<file path="src/rtl/cla_adder_pipe.sv">
// Pipelined carry-lookahead adder/subtractor with valid/ready on both sides.
// Each rank resolves STAGE_GROUPS 4-bit CLA groups and hands its carry to the next rank.
module cla_adder_pipe #(
  parameter int WIDTH        = 16,
  parameter int STAGE_GROUPS = 2
) (
  input  logic             clk,
  input  logic             rst,
  input  logic             valid_in,
  output logic             ready_out,
  input  logic [WIDTH-1:0] A_in,
  input  logic [WIDTH-1:0] B_in,
  input  logic             C0_in,
  input  logic             SUB_in,
  output logic             valid_out,
  input  logic             ready_in,
  output logic [WIDTH-1:0] S_out,
  output logic             C_out,
  output logic             V_out,
  output logic             Z_out
);

  localparam int NSTAGE = WIDTH / (4 * STAGE_GROUPS);
  localparam int LAST   = NSTAGE - 1;

  if ((WIDTH % (4 * STAGE_GROUPS)) != 0 || NSTAGE < 1) begin : g_bad_width
    $error("cla_adder_pipe: WIDTH must be a nonzero multiple of 4*STAGE_GROUPS");
  end

  // Handshake: a beat moves across an interface on a rising edge where valid
  // and ready are both high; valid_out/S_out/flags hold while valid_out && !ready_in.

  // Returns {carry into bit 3, carry out, sum[3:0]} of one lookahead group.
  function automatic logic [5:0] cla4(input logic [3:0] a, input logic [3:0] b,
                                      input logic cin);
    logic [3:0] g;
    logic [3:0] p;
    logic [4:0] c;
    g    = a & b;
    p    = a ^ b;
    c[0] = cin;
    c[1] = g[0] | (p[0] & cin);
    c[2] = g[1] | (p[1] & g[0]) | (p[1] & p[0] & cin);
    c[3] = g[2] | (p[2] & g[1]) | (p[2] & p[1] & g[0]) | (p[2] & p[1] & p[0] & cin);
    c[4] = g[3] | (p[3] & g[2]) | (p[3] & p[2] & g[1]) | (p[3] & p[2] & p[1] & g[0])
         | (p[3] & p[2] & p[1] & p[0] & cin);
    return {c[3], c[4], p ^ c[3:0]};
  endfunction

  logic [NSTAGE-1:0] v_q;
  logic [NSTAGE-1:0] c_q;
  logic [WIDTH-1:0]  a_q [NSTAGE];
  logic [WIDTH-1:0]  b_q [NSTAGE];
  logic [WIDTH-1:0]  s_q [NSTAGE];
  logic              v_flag_q;
  logic              z_flag_q;

  logic [NSTAGE-1:0] load;
  logic [NSTAGE-1:0] nxt_c;
  logic [WIDTH-1:0]  in_a  [NSTAGE];
  logic [WIDTH-1:0]  in_b  [NSTAGE];
  logic [WIDTH-1:0]  nxt_s [NSTAGE];
  logic              c_top;
  logic              stall;
  logic              carry;
  logic [5:0]        grp;
  int                idx;

  assign stall     = v_q[LAST] && !ready_in;
  assign ready_out = !stall;

  always_comb begin
    load  = '0;
    nxt_c = '0;
    c_top = 1'b0;
    carry = 1'b0;
    grp   = '0;
    idx   = 0;
    for (int k = 0; k < NSTAGE; k++) begin
      if (k == 0) begin
        load[k]  = valid_in;
        in_a[k]  = A_in;
        in_b[k]  = SUB_in ? ~B_in : B_in;
        nxt_s[k] = '0;
        carry    = SUB_in | C0_in;
      end else begin
        load[k]  = v_q[k-1];
        in_a[k]  = a_q[k-1];
        in_b[k]  = b_q[k-1];
        nxt_s[k] = s_q[k-1];
        carry    = c_q[k-1];
      end
      // Group carries ripple across the groups owned by this rank.
      for (int g = 0; g < STAGE_GROUPS; g++) begin
        idx                = (k * STAGE_GROUPS + g) * 4;
        grp                = cla4(in_a[k][idx +: 4], in_b[k][idx +: 4], carry);
        nxt_s[k][idx +: 4] = grp[3:0];
        carry              = grp[4];
        c_top              = grp[5];
      end
      nxt_c[k] = carry;
    end
  end

  always_ff @(posedge clk) begin
    if (rst) begin
      v_q      <= '0;
      c_q      <= '0;
      v_flag_q <= 1'b0;
      z_flag_q <= 1'b0;
      for (int k = 0; k < NSTAGE; k++) begin
        a_q[k] <= '0;
        b_q[k] <= '0;
        s_q[k] <= '0;
      end
    end else if (!stall) begin
      v_q <= load;
      // Data registers only move with a real beat so idle outputs keep their last value.
      for (int k = 0; k < NSTAGE; k++) begin
        if (load[k]) begin
          a_q[k] <= in_a[k];
          b_q[k] <= in_b[k];
          s_q[k] <= nxt_s[k];
          c_q[k] <= nxt_c[k];
        end
      end
      if (load[LAST]) begin
        v_flag_q <= c_top ^ nxt_c[LAST];
        z_flag_q <= (nxt_s[LAST] == '0);
      end
    end
  end

  assign valid_out = v_q[LAST];
  assign S_out     = s_q[LAST];
  assign C_out     = c_q[LAST];
  assign V_out     = v_flag_q;
  assign Z_out     = z_flag_q;

endmodule
</file>
<file path="config.mk">
export PLATFORM = sky130hd
export DESIGN_NAME = cla_adder_pipe
export DESIGN_NICKNAME = d
export VERILOG_FILES = /design/src/rtl/cla_adder_pipe.sv
export SDC_FILE = /design/constraint.sdc
export NUM_CORES = 1
export LEC_CHECK = 0
export ABC_AREA = 0
export BUFFER_PORTS_ARGS = -buffer_cell sky130_fd_sc_hd__clkbuf_2
export CORE_ASPECT_RATIO = 1.1
export CORE_MARGIN = 10
export CORE_UTILIZATION = 58
export DETAILED_ROUTE_END_ITERATION = 8
export PLACE_DENSITY = 0.85
export SYNTH_ARGS = -nofsm -noshare
export SYNTH_HDL_FRONTEND = slang
export SYNTH_SLANG_ARGS = --single-unit
</file>
<file path="constraint.sdc">
create_clock -name clk -period 3.75 [get_ports clk]
set_clock_uncertainty 0.2 [all_clocks]
set_input_delay 0.1875 -clock clk [delete_from_list [all_inputs] [get_ports clk]]
set_output_delay 0.1875 -clock clk [all_outputs]
set_load 0.02 [all_outputs]
</file>
==> qor.csv <==
metric;value;unit
Total GRT Usage;0.132;
routed wire length;4760;um
number of detailed-route iterations in the first pass;4;
Area contributors post-synth;edfxtp_1 (47%), ha_1 (7.9%), xor2_1 (4.8%);
Area Growth Syn to Fin;20.7;%
Yosys top cell by area;edfxtp_1;
Resized Gates After CTS;0;
Hold Vio Cnt, Final;0;
maxcap violations;0;
peak supply drop;0.000213;V
CTS tree;built;
CTS Root Cell;clkbuf_8;
Yosys warnings;0;
Syn Std Cell Area;2540;um2
Critical Path RT;3.78;ns
PortBufs;58;
post-synthesis cell count;217;
Clk Latency, worst-skew pair;0.29;ns
Fmax;351;MHz
maximum buffer depth of the clock tree;2;
endpoints failing setup;0;
layout cells sized above 1;0.256;
Initial Util;0.598;
first-pass GRT wire length;8090;um
post-route minimum period;2.85;ns
WS Path Type;flop to flop;
initial antenna violation count;0;
Power Density;422;nW/um2
Worst Path Arrival;2.89;ns
DR vias;1756;
FILL cells;276;
synthesized flop and latch total;46;
worst hold path type;input pin to flop;
fin nets;343;
largest net degree at the start of global routing;25;
crit-path max FO;3;
wire per inst;14.0;um
Seq/Total Area, Yosys;0.520;
Non-Filler Instances;339;
# IOs;59;
CTS Sinks;46;
Initial DRC Count;106;
total CTS buffers;5;
vias in the first global route;1822;
synth unique cells;41;
Tcrit/Tclk final;0.761;
Placed Area;2880;um2
Final Wtd Congestion;0.865;
setup tns final;0;ns
Max H-tree Level;2;
dpl hpwl;3770;um
Worst R2R Path Depth;10;
Final ANT Viol Nets;0;
Worst setup EP type;flop;
RSZ-0062 raised after global routing;no;
P_leak;0.00138;uW
Die X;83.1;um
clock transition at the registers of the reported paths;0.08;ns
status;completed;
n_diodes;0;
total congestion overflow;0;
die area;7430;um2
Inst Count DP;324;
sequential cell area;1320;um2
worst slew pin tran;1.04;ns
Syn Nets;275;
Max transition margin;0.306;
synthesized area per cell;11.7;um2
Final Cell Area;3070;um2
Multi-input gate area;1140;um2
DR vias/cell;5.18;
overall die height;89.4;um
Synth top area share;0.472;
CP Launch Type;flop;
DR DRC count;0;
core box area;4250;um2
site row count;25;
fin. max-slew vios;0;
Hold Path Stages;2;
==> registers in the layout, indices dropped and copies added, names as in the netlist <==
| signal | count |
|---|---|
| b_q | 8 |
| c_q | 2 |
| Z_out | 1 |
| a_q | 8 |
| s_q | 24 |
| V_out | 1 |
| v_q | 2 |
==> path summary, 6_finish.rpt <==
path,endpoint,from,slack (ns)
max,Z_out,a_q[0][9],0.90
min,v_q[0],rst,0.02
max reg2reg,Z_out,a_q[0][9],0.90
min reg2reg,c_q[1],c_q[1],0.31
==> worst max-delay path: stages (launching register included) <==
cell      delay, ns
edfxtp_1       0.40
ha_1           0.34
and3_1         0.23
a21oi_1        0.16
nand2_1        0.09
fa_1           0.38
xnor2_1        0.20
nand4_1        0.12
nor4b_1        0.27
and4_1         0.25
a32o_1         0.17
==> synthesized netlist by cell type <==
cell type and n:
a2111oi_2 1, a211o_1 1, a211oi_1 1, a211oi_2 1, a21o_1 6, a21oi_1 7, a21oi_4 1, a221oi_2 1
a32o_1 1, and2_1 19, and3_1 2, and4_1 1, buf_2 1, buf_6 1, clkbuf_1 4, dfxtp_1 6
edfxtp_1 40, fa_1 4, ha_1 16, inv_1 12, inv_2 1, nand2_1 5, nand2b_1 2, nand3_1 1
nand4_1 2, nor2_1 30, nor2b_1 2, nor3_1 5, nor3b_1 2, nor4_1 3, nor4_2 1, nor4b_1 1
o21a_1 3, o21ai_0 1, o21ai_1 2, o21ai_2 1, o21bai_1 1, o221a_1 1, o32ai_1 1, xnor2_1 12
xor2_1 14
==> power breakdown <==
part | internal, uW | leakage, uW | switching (uW)
clock | 213 | 0.0000573 | 147
sequential | 615 | 0.000481 | 18.0
combinational | 128 | 0.000846 | 175
==> what timing repair did <==
item,4_1_cts,5_1_grt
hold endpoints to repair,8,0
buffers inserted,0,0
hold buffers,8,0
==> layout by cell type (no fill, tap or decap), types with 2 or more instances in the layout <==
master,n
inv_1,12
and3_1,2
dlygate4sd3_1,8
clkbuf_2,58
dfxtp_1,6
a21oi_1,7
nor4_1,3
nor3b_1,2
xor2_1,14
clkbuf_8,6
nor2_1,30
o21a_1,3
o21ai_1,2
xnor2_1,12
nor2b_1,2
nand2b_1,2
edfxtp_1,40
and2_1,19
a21o_1,6
fa_1,4
nand4_1,2
ha_1,16
nand2_1,5
nor3_1,5
==> cell families (layout without fill, tap and decap cells) <==
kind of cell	after synthesis	count (layout)	share of synthesized area
and+or+nand+nor	76	76	0.155
adders and majority gates	20	20	0.110
xor gates and xnor gates	26	26	0.0896
buffers and inverters	19	87	0.0315
AOI/OAI and AO/OA	30	30	0.0940
DFF	46	46	0.520
==> routing by layer <==
layer / global-route usage / vias up / part of all wire
li1: - / 898 / -
met1: 0.156 / 788 / 0.45
met2: 0.217 / 62 / 0.47
met3: 0.0392 / 8 / 0.064
met4: 0.0619 / 0 / 0.017
met5: 0 / - / 0
==> layout make-up <==
class / count / area share
repair buffers: 67 / 0.123
flip-flops and latches: 46 / 0.430
clock inverters: 1 / 0.00978
multi-input cells: 152 / 0.372
clock buffers: 6 / 0.0269
well taps: 54 / 0.0220
inverters: 13 / 0.0159
==> through the flow <==
stage | hold slack [ns] | setup slack, ns | util | power [uW]
5_1_grt | 0.0313 | 0.720 | 0.721 | 1360
3_5_place_dp | 0.266 | 0.943 | 0.676 | 939
2_1_floorplan | 0.186 | 1.19 | - | 855
4_1_cts | 0.00659 | 0.937 | 0.721 | 1300
3_3_place_gp | 0.251 | 1.10 | 0.676 | 929
6_report | 0.0159 | 0.898 | 0.721 | 1300
(Power assumes the default switching activity.)
